[src/rtl/mem_arb_pkg.sv]
// mem_arb_pkg: shared types for the fetch/memory-stage port arbiter.
//   arb_state_t : arbiter FSM states
//   owner_t     : which pipeline stage owns the access being issued
package mem_arb_pkg;
    typedef enum logic [1:0] {IDLE, ACC_I, ACC_D, RESP} arb_state_t;
    typedef enum logic {OWN_F, OWN_D} owner_t;
endpackage

[src/rtl/mem_port_arbiter.sv]
// mem_port_arbiter: shares one single-port memory between fetch (F) and memory (M) stages.
// Ports:
//   CLK, nRESET                      clock (rising edge), async active-low reset
//   IReqF/IAddrF -> IRdataF/IReadyF  fetch read request and one-cycle completion
//   DReqM/DWeM/DAddrM/DWdataM        data request (read or write)
//   DRdataM/DReadyM                  data read result and one-cycle completion
//   MemReq/MemWe/MemAddr/MemWdata    registered memory request, held until MemAck
//   MemRdata/MemAck                  memory response
//   StallF/StallM                    combinational per-stage stall requests
//   ErrAck                           sticky flag: MemAck with no access outstanding
module mem_port_arbiter
    import mem_arb_pkg::*;
#(
    parameter int AW          = 32,
    parameter int DW          = 32,
    parameter int MAX_D_BURST = 4
) (
    input  logic          CLK,
    input  logic          nRESET,
    input  logic          IReqF,
    input  logic [AW-1:0] IAddrF,
    output logic [DW-1:0] IRdataF,
    output logic          IReadyF,
    input  logic          DReqM,
    input  logic          DWeM,
    input  logic [AW-1:0] DAddrM,
    input  logic [DW-1:0] DWdataM,
    output logic [DW-1:0] DRdataM,
    output logic          DReadyM,
    output logic          MemReq,
    output logic          MemWe,
    output logic [AW-1:0] MemAddr,
    output logic [DW-1:0] MemWdata,
    input  logic [DW-1:0] MemRdata,
    input  logic          MemAck,
    output logic          StallF,
    output logic          StallM,
    output logic          ErrAck
);
    localparam int CW = $clog2(MAX_D_BURST + 1);

    arb_state_t    state, stateN;
    logic [CW-1:0] dCnt, dCntN;
    logic          memReqN, memWeN, iReadyN, dReadyN, errAckN;
    logic [AW-1:0] memAddrN;
    logic [DW-1:0] memWdataN, iRdataN, dRdataN;
    logic          eligF, eligD, burstHit, grantD, grantF, inAcc;
    owner_t        owner;

    assign StallF = IReqF & ~IReadyF;
    assign StallM = DReqM & ~DReadyM;

    always_comb begin
        // A request seen alongside its own Ready belongs to the access just finished.
        eligF     = IReqF & ~IReadyF;
        eligD     = DReqM & ~DReadyM;
        burstHit  = eligF && dCnt == CW'(MAX_D_BURST);
        inAcc     = state == ACC_I || state == ACC_D;
        grantD    = ~inAcc & eligD & ~burstHit;
        grantF    = ~inAcc & eligF & ~grantD;
        owner     = grantD ? OWN_D : OWN_F;
        stateN    = state;
        dCntN     = dCnt;
        memReqN   = MemReq;
        memWeN    = MemWe;
        memAddrN  = MemAddr;
        memWdataN = MemWdata;
        iRdataN   = IRdataF;
        dRdataN   = DRdataM;
        iReadyN   = 1'b0;
        dReadyN   = 1'b0;
        errAckN   = ErrAck | (MemAck & ~inAcc);
        if (inAcc) begin
            if (MemAck) begin
                stateN  = RESP;
                memReqN = 1'b0;
                iReadyN = state == ACC_I;
                dReadyN = state == ACC_D;
                iRdataN = (!MemWe && state == ACC_I) ? MemRdata : IRdataF;
                dRdataN = (!MemWe && state == ACC_D) ? MemRdata : DRdataM;
            end
        end else if (grantD || grantF) begin
            stateN    = owner == OWN_D ? ACC_D : ACC_I;
            memReqN   = 1'b1;
            memWeN    = owner == OWN_D ? DWeM : 1'b0;
            memAddrN  = owner == OWN_D ? DAddrM : IAddrF;
            memWdataN = owner == OWN_D ? DWdataM : MemWdata;
            // Count M grants only while F is waiting, so the limit bounds F's wait.
            dCntN     = (owner == OWN_F || !IReqF) ? '0 :
                        (dCnt == CW'(MAX_D_BURST)) ? dCnt : dCnt + 1'b1;
        end else begin
            stateN = IDLE;
        end
    end

    always_ff @(posedge CLK or negedge nRESET) begin
        if (!nRESET) begin
            state    <= IDLE;
            dCnt     <= '0;
            MemReq   <= 1'b0;
            MemWe    <= 1'b0;
            MemAddr  <= '0;
            MemWdata <= '0;
            IRdataF  <= '0;
            DRdataM  <= '0;
            IReadyF  <= 1'b0;
            DReadyM  <= 1'b0;
            ErrAck   <= 1'b0;
        end else begin
            state    <= stateN;
            dCnt     <= dCntN;
            MemReq   <= memReqN;
            MemWe    <= memWeN;
            MemAddr  <= memAddrN;
            MemWdata <= memWdataN;
            IRdataF  <= iRdataN;
            DRdataM  <= dRdataN;
            IReadyF  <= iReadyN;
            DReadyM  <= dReadyN;
            ErrAck   <= errAckN;
        end
    end
endmodule

[config.mk]
export PLATFORM = sky130hd
export DESIGN_NAME = mem_port_arbiter
export DESIGN_NICKNAME = d
export VERILOG_FILES = /design/src/rtl/mem_arb_pkg.sv /design/src/rtl/mem_port_arbiter.sv
export SDC_FILE = /design/constraint.sdc
export NUM_CORES = 1
export LEC_CHECK = 0
export CAP_MARGIN = 0
export CORE_ASPECT_RATIO = 1.5
export CORE_MARGIN = 5
export CORE_UTILIZATION = 45
export CTS_BUF_LIST = sky130_fd_sc_hd__clkbuf_2 sky130_fd_sc_hd__clkbuf_4 sky130_fd_sc_hd__clkbuf_8
export DETAILED_ROUTE_END_ITERATION = 8
export PLACE_DENSITY = 0.88
export SLEW_MARGIN = 15
export SYNTH_ARGS = -nofsm -noshare
export SYNTH_HDL_FRONTEND = slang
export SYNTH_SLANG_ARGS = --single-unit
[constraint.sdc]
create_clock -name CLK -period 5.3 [get_ports CLK]
set_input_delay 1.06 -clock CLK [delete_from_list [all_inputs] [get_ports CLK]]
set_output_delay 1.06 -clock CLK [all_outputs]
set_load 0.01 [all_outputs]
==> summary.md <==
| Metric | Value |
|---|---|
| Area after DPL | `8280 sq um` |
| Hold Vio Cnt, Final | `0` |
| Worst Hold End | `ErrAck` |
| Vias | `4454` |
| Pwr dens | `641 nW/um^2` |
| Cell taking the most area after synthesis | `dfrtp_1` |
| Layout Nets | `857` |
| FF-to-FF End | `dCnt[2]` |
| Die Width | `100 um` |
| Core Util, Final | `72.5%` |
| Initial antenna violation count | `0` |
| Initial Util | `45.9%` |
| HP Class | `reg2reg` |
| CTS Sinks | `138` |
| Largest stage delay, worst path | `0.68 ns` |
| Top cells by area, synth | `dfrtp_1, mux2_2, nand2_1` |
| Number of synthesized flops with an enable pin | `0` |
| H-tree levels | `4` |
| Wire per inst | `18.4 um` |
| Vias in the first global route | `5041` |
| Post-Route M1 WL | `5740 um` |
| Gr usage total | `22.6%` |
| YS warnings | `0` |
| Endpoints failing setup | `0` |
| First-pass GRT wire length | `26000 um` |
| Residual DRC | `0` |
| Launching element type of the critical path | `input pin` |
| Register area share after synthesis | `62.5%` |
| Clock Skew | `0.0107 ns` |
| Setup Fix Bufs, Post-CTS | `0` |
| Worst r2r path cells | `5` |
| Worst VDD drop | `0.343 mV` |
| Critical Path Most Common Cell | `clkdlybuf4s50_1` |
| Drt initial violations | `173` |
| Clock root cell | `clkbuf_8` |
| # IOs | `269` |
| Antenna cells | `0` |
| Min-delay src | `ErrAck` |
| Slew margin rel. | `34.1%` |
| Distinct cells, synth | `29` |
| Buf+Inv Stages, Crit Path | `2` |
| Antenna-violating nets left | `0` |
| CP max stage cell | `clkdlybuf4s50_1` |
| Largest fanout on the critical path | `6` |
| Hold Buf Count CTS | `0` |
| Worst-Margin Slew | `0.988 ns` |
| Clock buffer count from CTS | `17` |
| Syn nets | `590` |
| Routed vias/inst | `5.04` |
| Largest net degree at the start of global routing | `113` |
| Die area | `14600 sq um` |
| Result of the run | `complete, no violations` |
| Max Freq | `265 MHz` |
| Reg-to-Reg Start | `DReadyM` |
| Leak | `3.94 nW` |
| Synth async-reset ratio | `100%` |
| Post-route cell area | `8710 sq um` |
| Synth top area share | `62.5%` |
| DR top layer | `met4` |
| Period Utilization, post-route | `71.1%` |
| Reg2reg setup slack | `2.83 ns` |
| Synthesized area | `5520 sq um` |
| Avg Cell Area, Syn | `12.2 sq um` |
| DP HPWL | `12100 um` |
| Post-synthesis cell count | `452` |
| Metal2 WL | `8660 um` |
| Final Critical Period | `3.77 ns` |
| #FFs+latches synth | `138` |
| Crit path capture type | `primary output` |
| Max_cap viols | `0` |
| Clk_lat worst skew | `0.43 ns` |
| Crit path cell chain | `clkdlybuf4s50_1 -> nor2b_1 -> clkdlybuf4s50_1` |
| Clock transition at the registers of the reported paths | `0.08 ns` |
| Kind of critical path | `in2out` |
| Gpl congestion | `0.796` |
| Clock tree from TritonCTS | `done` |
| Critical Path AT | `2.71 ns` |
| CP top delay family | `buffers and inverters` |
| WL final | `16300 um` |
| Setup TNS | `0 ns` |
| Max-slew violations | `0` |
| Core area | `12000 sq um` |
| Area Growth Syn to Fin | `57.8%` |
| RSZ-0062 raised after global routing | `no` |
| Gates resized, CTS repair | `0` |
| Port Buffers | `268` |
| Num rows | `49` |
| Hold Path Depth | `1` |
| Layout cells sized above 1 | `14.2%` |
| CTS Buffer Depth | `2` |
| WL met3 | `1380 um` |
| Critical Path RT | `4.24 ns` |
| Gr ovfl total | `0` |
| Die height | `146 um` |
| DR pass1 iterations | `4` |
| Top FF cell, synth | `dfrtp_1` |
==> registers in the layout, summed over array words and instances, names as in the netlist <==
register	flops
state	2
MemWdata	32
dCnt	3
MemReq	1
DReadyM	1
IReadyF	1
DRdataM	32
IRdataF	32
ErrAck	1
MemWe	1
MemAddr	32
==> placed cells by master, fill, tap and decap left out, types with 2 or more instances in the layout <==
cell             synthesis  routed
a21o_1                  21      21
nor2b_1                  2       2
mux2_1                   4       4
ha_1                     4       4
a21oi_1                 27      27
buf_4                    3       6
inv_6                    0       3
nand2_1                112     112
a22o_1                  22      22
bufinv_16                0       4
clkdlybuf4s50_1          0     267
dfrtp_1                138     138
clkbuf_8                 0      17
clkinv_4                 0       2
clkinv_2                 0       2
clkinvlp_4               0       3
mux2_2                  60      60
inv_1                    5       5
nor2_1                  16      15
==> cell usage after synthesis, types with 2 or more instances <==
cell type	instances
dfrtp_1	138
nand2_1	112
mux2_2	60
a21oi_1	27
a22o_1	22
a21o_1	21
nor2_1	16
buf_2	14
buf_6	5
inv_1	5
clkbuf_1	4
ha_1	4
mux2_1	4
buf_4	3
and3_1	2
nor2b_1	2
==> final cells by class <==
type                            count  area [sq um]
Clock buffer                       17           234
Clock inverter                     14           196
Fill cell                         829          3300
Inverter                            5          18.8
Multi-Input combinational cell    283          1890
Sequential cell                   138          3450
Tap cell                          153           191
Timing Repair Buffer              274          2730
==> kinds of logic after synthesis <==
kind of cell,Yosys count,synth area share [%]
simple gates,138,10.4
flops,138,62.5
compound gates,77,9.79
mux,64,13.1
buf+inv,31,3.31
fa+ha+maj,4,0.906
==> routing by layer <==
metal / vias to the layer above / track usage (%)
li1: 2057 / -
met1: 2144 / 24.8
met2: 217 / 39.4
met3: 36 / 7.43
met4: 0 / 9.64
met5: - / 0
==> power by group <==
part	switching [mW]	internal, mW
Clock	0.407	0.514
Sequential	0.298	1.58
Combinational	1.25	1.53
Total	1.96	3.62
==> metrics by stage <==
step                std cells  total power [mW]  setup WS, ns  hold slack (ns)
floorplan                 452              3.26          2.88            0.491
global placement          853              4.56          1.61            0.439
detailed placement        853              4.70          1.59            0.449
CTS                       884              5.64          1.56            0.472
global route              884              5.93          1.47            0.496
finish                    884              5.58          1.53            0.466
==> worst max-delay path by stage <==
stage | start | to | slack [ns] | cells after the start
after floorplan | IReqF | StallF | 2.88 | 1
after global placement | DReqM | StallM | 1.61 | 3
after detailed placement | DReqM | StallM | 1.59 | 3
after CTS | DReqM | StallM | 1.56 | 3
after global routing | DReqM | StallM | 1.47 | 3
final | DReqM | StallM | 1.53 | 3
No activity file was read; power rests on OpenSTA's default activity.
